===== src/rtl/wb_port_arbiter.sv =====
// wb_port_arbiter: merges the in-order pipeline WB stage and a buffered
// long-latency unit onto the register file's single write port.
// The pipeline has priority, and a starvation counter can request a pipeline stall.
// The block also reports which registers still have results waiting in the queue.
module wb_port_arbiter #(
    parameter int unsigned XLEN         = 32,
    parameter int unsigned DEPTH        = 4,
    parameter int unsigned STARVE_LIMIT = 4
) (
    input  logic            clk,
    input  logic            reset_n,
    input  logic            pipe_wen,
    input  logic [4:0]      pipe_rd,
    input  logic [XLEN-1:0] pipe_data,
    input  logic            lu_valid,
    output logic            lu_ready,
    input  logic [4:0]      lu_rd,
    input  logic [XLEN-1:0] lu_data,
    input  logic [4:0]      query_rs1,
    input  logic [4:0]      query_rs2,
    output logic            rs1_pending,
    output logic            rs2_pending,
    output logic            pipe_stall,
    output logic            rd_wen,
    output logic [4:0]      rd_addr,
    output logic [XLEN-1:0] rd_data
);

    localparam int unsigned AW = $clog2(DEPTH);
    localparam int unsigned PW = AW + 1;
    localparam int unsigned CW = $clog2(STARVE_LIMIT + 1);
    localparam logic [CW-1:0] CNT_TRIP = CW'(STARVE_LIMIT - 1);
    localparam logic [CW-1:0] CNT_MAX  = CW'(STARVE_LIMIT);

    typedef struct packed {
        logic [4:0]      rd;
        logic [XLEN-1:0] data;
    } wb_entry_t;

    wb_entry_t        mem_q [DEPTH];
    logic [DEPTH-1:0] valid_q, valid_d;
    logic [PW-1:0]    wr_ptr_q, wr_ptr_d;
    logic [PW-1:0]    rd_ptr_q, rd_ptr_d;
    logic [CW-1:0]    cnt_q, cnt_d;
    logic             stall_q, stall_d;
    logic             out_en_q;

    logic [AW-1:0]    wr_idx, rd_idx;
    logic             empty, full;
    logic             pipe_hit, pipe_gnt, head_gnt, push;
    wb_entry_t        head;

    // Pointer-derived FIFO status; the extra MSB separates full from empty.
    always_comb begin
        wr_idx = wr_ptr_q[AW-1:0];
        rd_idx = rd_ptr_q[AW-1:0];
        empty  = (wr_ptr_q == rd_ptr_q);
        full   = (wr_ptr_q[AW] != rd_ptr_q[AW]) && (wr_idx == rd_idx);
        head   = mem_q[rd_idx];
    end

    // Write-port grant: the pipeline wins unless a stall is in force or it targets x0.
    always_comb begin
        pipe_hit = pipe_wen && (pipe_rd != 5'd0);
        pipe_gnt = !stall_q && pipe_hit;
        head_gnt = !empty && (stall_q || !pipe_hit);
        push     = lu_valid && !full && (lu_rd != 5'd0);
    end

    // Register-file port drive; held off until the first edge after reset release.
    always_comb begin
        rd_wen  = 1'b0;
        rd_addr = 5'd0;
        rd_data = '0;
        if (out_en_q) begin
            if (pipe_gnt) begin
                rd_wen  = 1'b1;
                rd_addr = pipe_rd;
                rd_data = pipe_data;
            end else if (head_gnt) begin
                rd_wen  = 1'b1;
                rd_addr = head.rd;
                rd_data = head.data;
            end
        end
    end

    // Next-state for pointers, entry valid bits and the starvation tracking.
    always_comb begin
        wr_ptr_d = wr_ptr_q;
        rd_ptr_d = rd_ptr_q;
        valid_d  = valid_q;
        cnt_d    = cnt_q;
        stall_d  = stall_q;
        if (head_gnt) begin
            rd_ptr_d        = rd_ptr_q + PW'(1);
            valid_d[rd_idx] = 1'b0;
        end
        if (push) begin
            wr_ptr_d        = wr_ptr_q + PW'(1);
            valid_d[wr_idx] = 1'b1;
        end
        if (empty || head_gnt) begin
            cnt_d = '0;
            if (head_gnt) begin
                stall_d = 1'b0;
            end
        end else begin
            if (cnt_q == CNT_TRIP) begin
                stall_d = 1'b1;
            end
            if (cnt_q != CNT_MAX) begin
                cnt_d = cnt_q + CW'(1);
            end
        end
    end

    // Control state registers.
    always_ff @(posedge clk or negedge reset_n) begin
        if (!reset_n) begin
            wr_ptr_q <= '0;
            rd_ptr_q <= '0;
            valid_q  <= '0;
            cnt_q    <= '0;
            stall_q  <= 1'b0;
            out_en_q <= 1'b0;
        end else begin
            wr_ptr_q <= wr_ptr_d;
            rd_ptr_q <= rd_ptr_d;
            valid_q  <= valid_d;
            cnt_q    <= cnt_d;
            stall_q  <= stall_d;
            out_en_q <= 1'b1;
        end
    end

    // Entry storage; contents are qualified by valid_q so no reset is needed.
    always_ff @(posedge clk) begin
        if (push) begin
            mem_q[wr_idx].rd   <= lu_rd;
            mem_q[wr_idx].data <= lu_data;
        end
    end

    // Hazard lookup across every queued entry, including the head being written.
    always_comb begin
        rs1_pending = 1'b0;
        rs2_pending = 1'b0;
        for (int unsigned i = 0; i < DEPTH; i++) begin
            if (valid_q[AW'(i)] && (mem_q[AW'(i)].rd == query_rs1) && (query_rs1 != 5'd0)) begin
                rs1_pending = 1'b1;
            end
            if (valid_q[AW'(i)] && (mem_q[AW'(i)].rd == query_rs2) && (query_rs2 != 5'd0)) begin
                rs2_pending = 1'b1;
            end
        end
    end

    assign lu_ready   = !full;
    assign pipe_stall = stall_q;

endmodule


===== config.mk =====
export PLATFORM = sky130hd
export DESIGN_NAME = wb_port_arbiter
export DESIGN_NICKNAME = d
export VERILOG_FILES = /design/src/rtl/wb_port_arbiter.sv
export SDC_FILE = /design/constraint.sdc
export NUM_CORES = 1
export LEC_CHECK = 0
export ABC_AREA = 1
export ABC_CLOCK_PERIOD_IN_PS = 5600
export CORE_ASPECT_RATIO = 0.7
export CORE_MARGIN = 8
export CORE_UTILIZATION = 55
export DETAILED_ROUTE_END_ITERATION = 8
export GPL_ROUTABILITY_DRIVEN = 0
export PLACE_DENSITY = 0.8
export SYNTH_ARGS = -nofsm -noshare
export SYNTH_HDL_FRONTEND = slang
export SYNTH_SLANG_ARGS = --single-unit

===== constraint.sdc =====
create_clock -name clk -period 5.6 [get_ports clk]
set_input_delay 0.84 -clock clk [delete_from_list [all_inputs] [get_ports clk]]
set_output_delay 0.84 -clock clk [all_outputs]
set_load 0.03 [all_outputs]

Yosys cells after proc, flatten, opt, wreduce, memory -nomap -nowiden
Memory sizes are Yosys's and may differ from the RTL's.
Cells that the tools add are included.
- add/sub/neg operators: 3
- $mul: 0
- divide/modulo/power cells: 0
- magnitude comparators: 4
- equality and inequality tests: 14
- shift operators: 0
- multiplexer cells: 30
- bitwise operators: 3
- reduce and logical (&&, ||, !) cells: 37
- operators with widths (kind ; number):
    $mux 32 ; 3
    $eq 5x5->1 ; 8
    $logic_and 1x1->1 ; 24
    $reduce_bool 5->1 ; 4
    $mux 1 ; 18
    $mux 5 ; 3
    $add 3x1->3 const B ; 3
    $mux 4 ; 2
    $lt 2x3->1 const B ; 2
    $mux 3 ; 2
    $and 4x4->4 ; 1
    $demux 1 s2 ; 2
    $ge 2x1->1 const B ; 2
    $logic_not 1->1 ; 4
    $not 4->4 ; 1
    $or 4x4->4 ; 1
    $reduce_bool 2->1 ; 2
    $eq 3x2->1 const B ; 1
    $eq 3x3->1 ; 1
    $ne 3x3->1 const B ; 1
    $eq 2x2->1 ; 1
    $logic_or 1x1->1 ; 2
    $ne 2x2->1 const B ; 1
    $reduce_and 2->1 ; 1
    $ne 1x1->1 ; 1
- register bits: 15
- bits in latches: 0
- bits in writable memories: 148
- bits in read-only memories: 0
- logic and storage cells: 98
- memories kept: 1
- memories (memory ; depth ; bits a word ; read ports ; clocked after Yosys merged registers in ; write ports ; RTL line ; text):
    mem_q ; 4 ; 37 ; 5 ; 0 ; 1 ; 40 ; wb_entry_t mem_q [DEPTH];

Depth between registers and ports, before layout
Gate-level depths: netlist (run 1).
- depth after elaboration: 9
- mapped depth: 8
- gate-level depth less buffers: 8

Worst setup path after synthesis (run 1)
Ideal clock, no wire load.
- path kind: input-to-output
- from: input pipe_rd[3]
- to: output rd_data[10]
- arrival: 2.031 ns
- required time: 4.760 ns
- path slack: 2.729 ns
- stages: 7
- path through: nor3_1 -> nand2_1 -> nand2_2 -> buf_4 -> buf_4 -> nand3_1 -> a21oi_1
- longest elaborated chain between the ends: 8
- elaborated cells on any way between the ends: 9
- those cells by class: mux (3); reduce/logical (6)
- ends and longest elaborated chain (element ; RTL line ; text):
    start, declared ; 13 ; input logic [4:0] pipe_rd,
    $reduce_bool 5->1 (*) ; 64 ; pipe_hit = pipe_wen && (pipe_rd != 5'd0);
    $logic_and 1x1->1 (*) ; 64 ;
    $logic_not 1->1 ; 66 ; head_gnt = !empty && (stall_q || !pipe_hit);
    $logic_or 1x1->1 ; 66 ;
    $logic_and 1x1->1 ; 66 ;
    $mux 32 ; 80 ; end else if (head_gnt) begin
    $mux 32 (*) ; 76 ; if (pipe_gnt) begin
    $mux 32 (*) ; 75 ; if (out_en_q) begin
    end, declared ; 26 ; output logic [XLEN-1:0] rd_data
Mark *: on every way between the ends. The rest lies on a longest branch, timed or not.

Worst setup path after layout (run 1)
- from: input pipe_wen
- to: output rd_addr[3]
- longest elaborated chain between the ends: 7
- elaborated cells on any way between the ends: 8
- those cells by class: mux (3); reduce/logical (5)
- ends and longest elaborated chain (element ; RTL line ; text):
    start, declared ; 12 ; input logic pipe_wen,
    $logic_and 1x1->1 (*) ; 64 ;
    $logic_not 1->1 ; 66 ;
    $logic_or 1x1->1 ; 66 ;
    $logic_and 1x1->1 ; 66 ;
    $mux 5 ; 80 ;
    $mux 5 (*) ; 76 ;
    $mux 5 (*) ; 75 ;
    end, declared ; 25 ; output logic [4:0] rd_addr,
Marks and branches as above.

==> results.cfg, run 1 <==
[timing]
setup_slack_ps = 1070
fin_crit_ps = 4530
hold_viol = 0
setup_viol = 0
worst_pin_slew_ps = 1160
relSlewSlack_pct = 22.4
fmax_mhz = 221
timing.final.crit_share_pct = 80.9
slew_viol_final = 0
fin_worst_skew_ps = 9.29
tns_ps = 0
rsz0062_at_grt = false

[grt]
gr-usage-met3_pct = 6.74
globalRoute.busiestLayer = met2
grtUsageTotal_pct = 22.1
first_global_vias = 6091
met2_usage_pct = 35.0
grt_max_degree = 69
antenna_found_initial = 1
grt_pass1_wl_mm = 32.1
met1_usage_pct = 29.2
overflow = 0

[routing]
drc = 0
ant_nets = 0
drt_iter0_drc = 677
drt_pass1_iterations = 5
via_per_inst = 5.44
finalWirelength_mm = 20.4
dr_total_vias = 6309
routedWlPerCell_um = 17.6

[clock_network]
cts_buffers = 17
clkTransAtPathRegs_ps = 60
cts_hold_buf = 0
insertion_delay_ps = 420
cts_num_sinks = 163
cts_setup_buffers = 0
clk_path_buf_depth = 2
cts_resized = 0
htreeDepth = 4
cts-root-buf = clkbuf_16
cts_tree = yes

[setup_path]
critPathMaxStageDelay_ps = 720
cp-end-kind = primary output
cp_cell_sequence = clkdlybuf4s50_1 > inv_1 > nor2_1 > nand2_2 > inv_2 > nand2_1 > a21oi_1 > clkdlybuf4s50_1
cpMostUsedCell = clkdlybuf4s50_1
crit_arrival_ps = 3690
cp-start-kind = input pin
path_delay_family = buffers and inverters
critical_path_buf_inv_count = 4
startpoint = pipe_wen
worstPathRequired_ps = 4760
slowest_stage = clkdlybuf4s50_1
path_max_fanout = 37
criticalPathCategory = input pin to primary output
timing.rr.start = rd_ptr_q[0]

[cells_and_area]
final_nets = 1055
most-common-layout-cells = nand2_1 (205), nor2_1 (171), edfxtp_1 (148)
antenna_cells = 0
area_growth_pct = 24.6
fin_cells = 1159
drive_above_1_share_pct = 4.54
final_common_cell = nand2_1

[pwr]
leakage_uw = 0.00391
power_switching_uw = 1930
p_int_uw = 2930
cellPowerDensity_nw_per_um2 = 497
p_seq_share_pct = 36.8
pwr-share-comb_pct = 39.5
swShare_pct = 39.7
worst_ir_drop_vdd_v = 0.000314
clock_power_share_pct = 23.6
total_power_uw = 4860

[synthesis]
yosys.area_share.simple_pct = 22.0
synth_area_leader_cell = edfxtp_1
synth-compound-area-share_pct = 8.45
synth_top_area_share_pct = 56.7
yosysSeqAreaShare_pct = 61.4
yosys-top-cells-area = edfxtp_1 (57%), nand2_1 (9.8%), nor2_1 (8.2%), dfrtp_1 (4.8%), o21ai_0 (4.2%)
syn_nets = 938
muxShareOfSynthArea_pct = 0
synth_xor_area_share_pct = 0.877
yosys_warnings = 0
synth-adder-area-share_pct = 1.75
synth_top_family_by_area = simple AND/OR/NAND/NOR gates
synth-seq-cells = 163
synth.avg_cell_area_um2 = 9.35
ys_types = 23
syn_area_um2 = 7850
syn_inst = 839

[die]
core_um2 = 13900
start_util_pct = 56.4
dieWidth_um = 159
ios = 130
die_h_um = 116
rows = 36
dieArea_um2 = 18400

[job]
maxCapViolCount = 0

[outcome]
outcome = finished, final reports clean

[placement]
place_hpwl_mm = 12.7
dp_slack_ps = 1140
port_buffers = 129
dp_cells = 1127

[worst_hold_path]
hp-class = register to register
worstHoldStart = pipe_stall
final timing paths:
path | endpoint | slack [ps] | depth (start not counted)
setup / recovery | rd_addr[3] | 1070 | 8
hold / removal | pipe_stall | 510 | 2
setup reg to reg | mem_q[3][4] | 2570 | 5
hold reg to reg | pipe_stall | 510 | 2
max in group asynchronous | rd_ptr_q[0] | 4240 | 1
min in group asynchronous | cnt_q[2] | 850 | 1
final cells by class:
cell class,count,area (µm²)
Clock buffer,17,425
Tap cell,190,238
Sequential cell,163,4820
Multi-Input combinational cell,586,2600
Timing Repair Buffer,137,1350
Clock inverter,15,154
Fill cell,1014,4140
Inverter,51,191
flip-flops by register name, indices dropped and copies added (netlist names):
signal	cells
cnt_q	3
mem_q	148
out_en_q	1
pipe_stall	1
rd_ptr_q	3
valid_q	4
wr_ptr_q	3
cells in the mapped netlist:
cell,n
xor2_1,3
buf_2,13
buf_4,4
nand3_1,56
o211ai_1,5
dfrtp_1,15
inv_2,3
clkbuf_1,14
buf_6,8
nand2_1,205
ha_1,11
a21oi_1,44
edfxtp_1,148
nand3_2,1
nor2_1,171
o21ai_1,15
nor3_1,3
xnor2_2,1
conb_1,1
o21ai_0,66
xnor2_1,3
nand2_2,1
inv_1,48
tightest hold or removal path, delay by kind of cell, from the launching register on:
kind          cells  cell delay [ps]
simple gates      2              120
flops             1              370
cell families after synthesis:
family / after synthesis
AOI/OAI and AO/OA: 130
xor gates and xnor gates: 7
and+or+nand+nor: 437
adders and majority gates: 11
buffers and inverters: 90
other: 1
DFF: 163
routing by layer:
layer	part of all wire (%)	up-vias
li1	-	3032
met1	42	2919
met2	46	335
met3	10	21
met4	1.1	2
met5	0.049	-
power by group through the flow:
stage | logic, µW | clock network (µW) | registers (µW)
3_5_place_dp | 1890 | 0 | 1810
3_3_place_gp | 1860 | 0 | 1800
6_report | 1920 | 1150 | 1790
4_1_cts | 1920 | 1160 | 1790
5_1_grt | 2120 | 1200 | 1820
2_1_floorplan | 1360 | 0 | 1750
stage by stage:
step                      hold slack (ps)  cell area [µm²]  utilization (%)
final                                 512             9780             70.2
after CTS                             522             9780             70.2
after global placement                497             9200             66.1
after floorplan                       491             7850                -
after global routing                  583             9780             70.2
after detailed placement              507             9200             66.1
No activity file was read; power rests on OpenSTA's default activity.
==> run 2: changes to the inputs <==
--- a/config.mk
+++ b/config.mk
@@ -6,13 +6,13 @@
 export NUM_CORES = 1
 export LEC_CHECK = 0
 export ABC_AREA = 1
-export ABC_CLOCK_PERIOD_IN_PS = 5600
+export ABC_CLOCK_PERIOD_IN_PS = 4460
 export CORE_ASPECT_RATIO = 0.7
 export CORE_MARGIN = 8
-export CORE_UTILIZATION = 55
+export CORE_UTILIZATION = 54
 export DETAILED_ROUTE_END_ITERATION = 8
 export GPL_ROUTABILITY_DRIVEN = 0
-export PLACE_DENSITY = 0.8
+export PLACE_DENSITY = 0.79
 export SYNTH_ARGS = -nofsm -noshare
 export SYNTH_HDL_FRONTEND = slang
 export SYNTH_SLANG_ARGS = --single-unit
==> constraint.sdc (replaced) <==
create_clock -name clk -period 4.46 [get_ports clk]
set_input_delay 0.669 -clock clk [delete_from_list [all_inputs] [get_ports clk]]
set_output_delay 0.669 -clock clk [all_outputs]
set_load 0.03 [all_outputs]
==> run 2 against run 1 <==
  * Critical path depth fell by 2
  * Die area rose by 1.6%
  * First-iteration DRC count fell by 26%
  * Global-route usage fell by 0.41 points
  * Non-clock buffer count rose by 5
  * Critical endpoint is now rd_data[4]
  * Register-to-register slack got worse by 640 ps
  * Total power rose by 26%
  * Setup slack got worse by 560 ps
  * Clock power rose by 26%
  * Utilization fell by 2.1 points
==> results.cfg, run 2 (synthesized netlist as in run 1, its figures left out) <==
[cells_and_area]
antenna_cells = 0
multi_input_area_um2 = 2600
final_common_cell = nand2_1
drive_above_1_share_pct = 5.34
most-common-layout-cells = nand2_1 (205), nor2_1 (171), edfxtp_1 (148)
top_register = mem_q
area_growth_pct = 25.4
finish.utilization_pct = 68.1
largest_register_ffs = 148
regArea_um2 = 4820
largestRegisters = mem_q x148, valid_q x4
final_nets = 1060
fill_cells = 1093

[setup_path]
cp-endpoint = rd_data[4]
slowest_stage = inv_2
crit_arrival_ps = 3280
path_max_fanout = 68
critPathMaxStageDelay_ps = 860
startpoint = rd_ptr_q[0]
rr_endpoint = rd_ptr_q[2]
critical_path_buf_inv_count = 2
criticalPathCategory = register to primary output
path_delay_family = buffers and inverters
cp_cell_sequence = inv_2 > o21ai_0 > nand2_1 > nand3_1 > a21oi_1 > clkdlybuf4s50_1
cp-start-kind = register
timing.rr.start = rd_ptr_q[0]
cp-end-kind = primary output
r2r_slack_ps = 1930
worstPathRequired_ps = 3790
path_depth = 6
reg2reg_depth = 6

[die]
dieWidth_um = 160
dieArea_um2 = 18700
start_util_pct = 54.3
die_h_um = 117
core_um2 = 14400
ios = 130
rows = 37

[clock_network]
clkTransAtPathRegs_ps = 60
cts_setup_buffers = 0
cts_num_sinks = 163
cts_buffers = 17
cts_hold_buf = 0
cts-root-buf = clkbuf_16
cts_resized = 0
htreeDepth = 4
insertion_delay_ps = 430
cts_tree = yes
clk_path_buf_depth = 2

[grt]
grt_max_degree = 69
antenna_found_initial = 1
first_global_vias = 6002
grt_pass1_wl_mm = 31.4
overflow = 0
grtUsageTotal_pct = 21.7

[timing]
relSlewSlack_pct = 26.5
tns_ps = 0
hold_viol = 0
slew_viol_final = 0
timing.final.crit_share_pct = 88.5
worst_pin_slew_ps = 1100
setup_viol = 0
rsz0062_at_grt = false
fmax_mhz = 253
fin_crit_ps = 3950
fin_worst_skew_ps = 6.80

[placement]
place_hpwl_mm = 12.8
port_buffers = 129

[routing]
finalWirelength_mm = 20.1
dr_total_vias = 6234
routedWlPerCell_um = 17.2
drt_iter0_drc = 504
drt_pass1_iterations = 5
drc = 0
via_per_inst = 5.33
ant_nets = 0

[pwr]
cellPowerDensity_nw_per_um2 = 623
worst_ir_drop_vdd_v = 0.000435
leakage_uw = 0.00394

[worst_hold_path]
hp-class = register to register

[job]
maxCapViolCount = 0

[outcome]
outcome = finished, final reports clean
-- run 2: cell count changes in the layout (fill, tap and decap cells not counted) --
| cell | previous run | this run |
|---|---|---|
| buf_4 | 8 | 12 |
| inv_6 | 3 | 7 |
| clkinv_1 | 3 | 0 |
| clkinv_2 | 2 | 0 |
| inv_8 | 2 | 4 |
| buf_12 | 0 | 1 |
| bufinv_16 | 2 | 1 |
-- run 2: how the worst min path moves through the flow --
stage	from	endpoint	depth (start not counted)
2_1_floorplan	reset_n	cnt_q[0]	0
3_3_place_gp	pipe_stall	pipe_stall	2
3_5_place_dp	pipe_stall	pipe_stall	2
4_1_cts	pipe_stall	pipe_stall	2
5_1_grt	rd_ptr_q[2]	rd_ptr_q[2]	2
6_report	pipe_stall	pipe_stall	2
-- run 2: per-stage QoR --
| step | hold WS [ps] | total power, µW | cells | cell area [µm²] | setup WS [ps] |
|---|---|---|---|---|---|
| finish | 544 | 6130 | 1169 | 9840 | 514 |
| global route | 590 | 6500 | 1169 | 9840 | 321 |
| CTS | 542 | 6150 | 1169 | 9840 | 488 |
| detailed placement | 526 | 4690 | 1137 | 9250 | 798 |
| global placement | 522 | 4620 | 1137 | 9250 | 791 |
| floorplan | 373 | 3910 | 839 | 7850 | 1930 |
-- run 2: cell type report --
class / instances / share of cell area (%)
inverter: 51 / 1.95
clock inverter: 15 / 1.63
multi-input combinational: 586 / 26.4
tap: 195 / 2.48
sequential: 163 / 49.0
clock buffer: 17 / 4.32
timing repair buffer: 142 / 14.2
-- run 2: metal layers --
metal	vias up	part of all wire, %	global-route usage [%]	wire (µm)
met4	2	1.6	7.26	311
met1	2890	44	28.5	8880
met3	28	8.6	6.36	1730
met5	-	0.055	0	11
met2	269	46	34.5	9130
li1	3045	-	-	-
-- run 2: power breakdown --
part           internal (µW)  total (µW)  switching (µW)
Combinational            820        2440            1620
Clock                    795        1450             652
Sequential              2060        2240             178
Total                   3680        6130            2450
-- run 2: worst min-delay path, delay by kind of cell (launching register included) --
family / cells / cell delay (ps)
DFF: 1 / 390
and+or+nand+nor: 2 / 130
